===== config.mk =====
export PLATFORM = sky130hd
export DESIGN_NAME = pipe_hazard_ctrl
export DESIGN_NICKNAME = d
export VERILOG_FILES = /design/src/rtl/pipe_hazard_ctrl_pkg.sv /design/src/rtl/pipe_hazard_ctrl_hazard_detect.sv /design/src/rtl/pipe_hazard_ctrl.sv
export SDC_FILE = /design/constraint.sdc
export NUM_CORES = 1
export LEC_CHECK = 0
export CORE_MARGIN = 2
export CORE_UTILIZATION = 50
export DETAILED_ROUTE_END_ITERATION = 8
export GPL_TIMING_DRIVEN = 0
export PLACE_DENSITY_LB_ADDON = 0.1
export RECOVER_POWER = 25
export SLEW_MARGIN = 0
export SYNTH_ARGS = -nofsm -noshare
export SYNTH_HDL_FRONTEND = slang
export SYNTH_SLANG_ARGS = --single-unit

===== constraint.sdc =====
create_clock -name clk -period 4.7 [get_ports clk]
set_input_delay 0.94 -clock clk [delete_from_list [all_inputs] [get_ports clk]]
set_output_delay 0.94 -clock clk [all_outputs]
set_load 0.02 [all_outputs]

===== src/rtl/pipe_hazard_ctrl_pkg.sv =====
// Shared types and constants for the pipeline stall/flush controller.
// Callers derive ex_is_load from the WBSel encoding (WBSel == WB_SEL_MEM).
package pipe_hazard_ctrl_pkg;

    typedef enum logic [0:0] {
        IDLE     = 1'b0,
        DIV_BUSY = 1'b1
    } div_state_t;

    typedef enum logic [1:0] {
        WB_SEL_MEM = 2'b00,
        WB_SEL_ALU = 2'b01,
        WB_SEL_PC4 = 2'b10
    } wb_sel_t;

    localparam int DIV_TIMEOUT_DEFAULT = 64;

endpackage


===== src/rtl/pipe_hazard_ctrl_hazard_detect.sv =====
// Combinational load-use comparator: the EX load's rd feeds a source read in ID.
module hazard_detect (
    input  logic       ex_valid,
    input  logic       ex_is_load,
    input  logic       ex_regWEn,
    input  logic [4:0] ex_rd,
    input  logic [4:0] id_rs1,
    input  logic [4:0] id_rs2,
    input  logic       id_uses_rs1,
    input  logic       id_uses_rs2,
    output logic       load_use
);

    logic rs1_match;
    logic rs2_match;

    assign rs1_match = id_uses_rs1 && (id_rs1 == ex_rd);
    assign rs2_match = id_uses_rs2 && (id_rs2 == ex_rd);

    // x0 is hardwired zero, so a load targeting it never creates a dependency.
    assign load_use = ex_valid && ex_is_load && ex_regWEn && (ex_rd != 5'd0)
                      && (rs1_match || rs2_match);

endmodule


===== src/rtl/pipe_hazard_ctrl.sv =====
// Central stall/flush controller: trap > redirect > divide > load-use,
// plus the multi-cycle divider sequencer and a stall performance counter.
module pipe_hazard_ctrl
    import pipe_hazard_ctrl_pkg::*;
#(
    parameter int DIV_TIMEOUT = DIV_TIMEOUT_DEFAULT,
    parameter int CNT_W       = 32
) (
    input  logic             clk,
    input  logic             reset,
    input  logic [4:0]       id_rs1,
    input  logic [4:0]       id_rs2,
    input  logic             id_uses_rs1,
    input  logic             id_uses_rs2,
    input  logic             ex_valid,
    input  logic [4:0]       ex_rd,
    input  logic             ex_regWEn,
    input  logic             ex_is_load,
    input  logic             ex_is_div,
    input  logic             ex_PCSel,
    input  logic             mem_trapReq,
    input  logic             div_done,
    output logic             stall_pc,
    output logic             stall_if_id,
    output logic             stall_id_ex,
    output logic             flush_if_id,
    output logic             flush_id_ex,
    output logic             bubble_ex_mem,
    output logic             div_start,
    output logic             div_abort,
    output logic             div_busy,
    output logic             div_timeout,
    output logic [CNT_W-1:0] stall_count
);

    localparam int DCNT_W = (DIV_TIMEOUT > 1) ? $clog2(DIV_TIMEOUT) : 1;
    localparam logic [DCNT_W-1:0] DCNT_MAX = DCNT_W'(DIV_TIMEOUT - 1);

    div_state_t        state_reg, state_next;
    logic [DCNT_W-1:0] div_cnt_reg, div_cnt_next;
    logic              timeout_reg, timeout_next;
    logic [CNT_W-1:0]  stall_count_reg;
    logic              load_use;
    logic              redirect;

    hazard_detect u_hazard_detect (
        .ex_valid    (ex_valid),
        .ex_is_load  (ex_is_load),
        .ex_regWEn   (ex_regWEn),
        .ex_rd       (ex_rd),
        .id_rs1      (id_rs1),
        .id_rs2      (id_rs2),
        .id_uses_rs1 (id_uses_rs1),
        .id_uses_rs2 (id_uses_rs2),
        .load_use    (load_use)
    );

    assign redirect = ex_valid && ex_PCSel;

    always_comb begin
        stall_pc      = 1'b0;
        stall_if_id   = 1'b0;
        stall_id_ex   = 1'b0;
        flush_if_id   = 1'b0;
        flush_id_ex   = 1'b0;
        bubble_ex_mem = 1'b0;
        div_start     = 1'b0;
        div_abort     = 1'b0;
        state_next    = state_reg;
        div_cnt_next  = div_cnt_reg;
        timeout_next  = timeout_reg;

        if (mem_trapReq) begin
            flush_if_id   = 1'b1;
            flush_id_ex   = 1'b1;
            bubble_ex_mem = 1'b1;
            if (state_reg == DIV_BUSY) begin
                div_abort    = 1'b1;
                state_next   = IDLE;
                div_cnt_next = '0;
            end
        end else if (redirect) begin
            // No stall: the PC must be free to load the branch target.
            flush_if_id = 1'b1;
            flush_id_ex = 1'b1;
        end else if (state_reg == DIV_BUSY) begin
            if (div_done) begin
                // Release everything so EX/MEM captures the quotient this cycle.
                state_next   = IDLE;
                div_cnt_next = '0;
            end else begin
                stall_pc      = 1'b1;
                stall_if_id   = 1'b1;
                stall_id_ex   = 1'b1;
                bubble_ex_mem = 1'b1;
                if (div_cnt_reg == DCNT_MAX) begin
                    timeout_next = 1'b1;
                end else begin
                    div_cnt_next = div_cnt_reg + DCNT_W'(1);
                end
            end
        end else if (ex_valid && ex_is_div) begin
            div_start     = 1'b1;
            stall_pc      = 1'b1;
            stall_if_id   = 1'b1;
            stall_id_ex   = 1'b1;
            bubble_ex_mem = 1'b1;
            state_next    = DIV_BUSY;
            div_cnt_next  = '0;
        end else if (load_use) begin
            stall_pc    = 1'b1;
            stall_if_id = 1'b1;
            flush_id_ex = 1'b1;
        end
    end

    always_ff @(posedge clk or negedge reset) begin
        if (!reset) begin
            state_reg       <= IDLE;
            div_cnt_reg     <= '0;
            timeout_reg     <= 1'b0;
            stall_count_reg <= '0;
        end else begin
            state_reg   <= state_next;
            div_cnt_reg <= div_cnt_next;
            timeout_reg <= timeout_next;
            if (stall_pc) begin
                stall_count_reg <= stall_count_reg + CNT_W'(1);
            end
        end
    end

    assign div_busy    = (state_reg == DIV_BUSY);
    assign div_timeout = timeout_reg;
    assign stall_count = stall_count_reg;

endmodule


==> key figures <==
STA
  • Fmax: 236 MHz
  • Worst-margin pin slew: 2.12 ns
  • Final Critical Period: 4.24 ns
  • Setup Viol. Count Final: 0
  • Final setup TNS: 0 ns
  • Max transition margin: -41.3%
  • RSZ-0062 raised after global routing: false
  • Final Cycle Share: 90.3%
  • Slew Viols, Final: 41
  • Layout Skew: 0.00961 ns
  • Final hold vios: 0

Logic synthesis
  • Most common cell in the netlist: dfrtp_1
  • Main area contributors after synthesis: dfrtp_1 (45%), xnor2_1 (12%), xor2_1 (6.0%), nand2_1 (4.1%), nand4_1 (3.7%)
  • Flops & latches, synth: 40
  • Syn Area/Cell: 10.4 um2
  • Total standard cell area after synthesis: 2210 um2
  • Area leader, netlist: dfrtp_1
  • Syn nets: 241
  • Post-synthesis cell type count: 44
  • Syn Inst Count: 213
  • Dominant synthesized flop cell: dfrtp_1
  • Register area share after synthesis: 45.4%
  • FFs w/ async S/R, synth: 100%
  • Number of flops mapped to enable cells by yosys: 0
  • Top post-synthesis cells by count: dfrtp_1 (40), xnor2_1 (29), nand2_1 (24)
  • Synth warn: 0
  • Synth top area share: 45.4%

Critical path
  • Reg2reg path depth: 6
  • CP max FO: 11
  • Reg2reg end: stall_count[31]
  • CP Capture Type: output pin
  • Worst R2R Start: stall_count[6]
  • WP data arrival: 3.30 ns
  • Crit path kind: in -> out
  • CP startpoint kind: primary input
  • Worst EP required: 3.76 ns
  • Setup slack, reg-to-reg: 2.71 ns

Power
  • Final Power: 0.860 mW
  • Int Power: 0.632 mW
  • Switching part of the total: 26.5%
  • Max IR drop VDD: 0.000135 V
  • Power share of the clock group: 35.9%
  • Sw Pwr: 0.228 mW
  • Power per Cell Area: 281 nW/um2
  • Sequential Power Share: 45.6%
  • Pleak: 1.32 nW
  • Gate power share: 18.5%

Outcome
  • Violated checks: max-capacitance violations, max-slew violations
  • Status: finished, violations left

Floorplanning
  • Std-Cell Rows: 24
  • Core Region: 4290 um2
  • DIE WIDTH: 70.4 um
  • Ports: 68
  • Die Y: 70.4 um
  • Die area: 4960 um2
  • Starting Density: 51.4%

Clock tree
  • Post-CTS Hold Buffers: 0
  • Clock buffer depth: 2
  • Clk_lat worst skew: 0.30 ns
  • Root Driver: clkbuf_8
  • Post-CTS Resized: 0
  • Post-CTS Setup Inserts: 0
  • TritonCTS clock tree: done
  • CTS Sinks: 40
  • H-tree levels: 2
  • Total CTS buffers: 5
  • Clock-pin slew of the registers on the worst-case setup and hold paths: 0.08 ns

Drt
  • Drt total wl: 4880 um
  • WL per Instance: 14.3 um
  • Avg Vias per Cell: 5.30
  • # DRC: 0
  • Routed Antenna Nets: 0
  • Router iterations before antenna repair: 5
  • Vias: 1,803
  • Iteration-0 DRC Markers: 123

Worst hold path
  • Hold depth: 1
  • Hold path start: div_timeout
  • Sink of the worst hold path: div_timeout
  • Hold crit path type: reg -> reg

Job
  • Max-cap violations: 1

Finish
  • P&R area growth vs syn: 38.8%
  • FF/Latch Area: 1000 um2
  • Max reg flops: 32
  • N_diodes: 0
  • Fin area: 3060 um2
  • Fillers: 350
  • Nets: 315
  • Area of the multi-input gates: 1120 um2
  • Proportion of layout cells with a drive suffix above 1: 11.1%
  • Fin cells: 340

Global route
  • First-pass GRT wire length: 8290 um
  • Initial antenna violation count: 0
  • Gr usage total: 21.0%
  • Grt total ovfl: 0
  • Number of global-route vias before repair: 1,729
  • Largest net degree at the start of global routing: 41

Placement
  • Buffers on Ports: 67
  • Gpl congestion: 0.797
  • Cells after DPL: 332
  • Dpl hpwl: 3600 um
  • Cell Area, Placed: 2940 um2
[critical path, cell delays in order]
cell and delay, ns:
clkdlybuf4s50_1 0.54, nand2_1 0.17, a31oi_1 0.25, nor2_1 0.11, a31oi_4 0.35, inv_4 0.12
buf_6 0.17, buf_4 0.12, clkdlybuf4s50_1 0.52
[how the worst max path moves through the flow]
stage / end / slack (ns) / startpoint
after floorplan: stall_pc / 1.53 / ex_PCSel
after global placement: stall_pc / 0.48 / ex_valid
after detailed placement: stall_pc / 0.47 / ex_valid
after CTS: stall_pc / 0.46 / ex_valid
after global routing: stall_pc / 0.34 / ex_valid
final: stall_pc / 0.46 / ex_valid
[metal layers]
layer  vias to the layer above  part of all wire (%)  track usage (%)
met5                         -                     0                0
met2                        35                    47             32.8
li1                        895                     -                -
met3                         6                   3.8             4.91
met4                         0                  0.84             4.49
met1                       867                    49             29.9
[stage by stage]
stage                     utilization [%]  setup WS (ns)  hold slack (ns)
after global routing                 71.3          0.344            0.479
after detailed placement             68.4          0.469            0.451
after floorplan                         -           1.53            0.473
after CTS                            71.3          0.462            0.469
after global placement               68.5          0.482            0.441
final                                71.3          0.456            0.463
[kinds of logic after synthesis]
group           share of synthesized area [%]
fa+ha+maj                                1.13
simple gates                             26.5
buf+inv                                  3.74
flops                                    45.4
compound gates                           5.28
mux                                     0.510
xor+xnor                                 17.5
[power by group through the flow]
| stage | clock [mW] | combinational [mW] | sequential, mW |
|---|---|---|---|
| after floorplan | 0 | 0.0562 | 0.415 |
| after global placement | 0 | 0.159 | 0.397 |
| after detailed placement | 0 | 0.161 | 0.398 |
| after CTS | 0.312 | 0.161 | 0.392 |
| after global routing | 0.330 | 0.174 | 0.397 |
| final | 0.308 | 0.159 | 0.392 |
[cell usage in the layout (no fill, tap or decap), types with 2 or more instances in the layout]
master,n
clkdlybuf4s50_1,66
dfrtp_1,40
xnor2_1,29
nand2_1,24
xor2_1,15
nand4_1,13
nor2_1,13
nand3_1,13
nor3_1,9
clkbuf_8,7
inv_1,5
buf_6,3
nand2b_1,3
a21oi_1,3
and2_1,2
nand4_2,2
nor3_2,2
clkbuf_1,2
o22ai_1,2
o41ai_1,2
and4_1,2
nor4_2,2
buf_4,2
nor4_1,2
nor4b_2,2
ha_1,2
[final cells by class]
type | count | share of cell area [%]
multi-input combinational | 160 | 36.7
tap | 52 | 2.13
clock buffer | 7 | 3.15
timing repair buffer | 67 | 21.7
clock inverter | 1 | 0.981
inverter | 6 | 0.817
buffer | 7 | 1.88
sequential | 40 | 32.7
(Power assumes the default switching activity.)
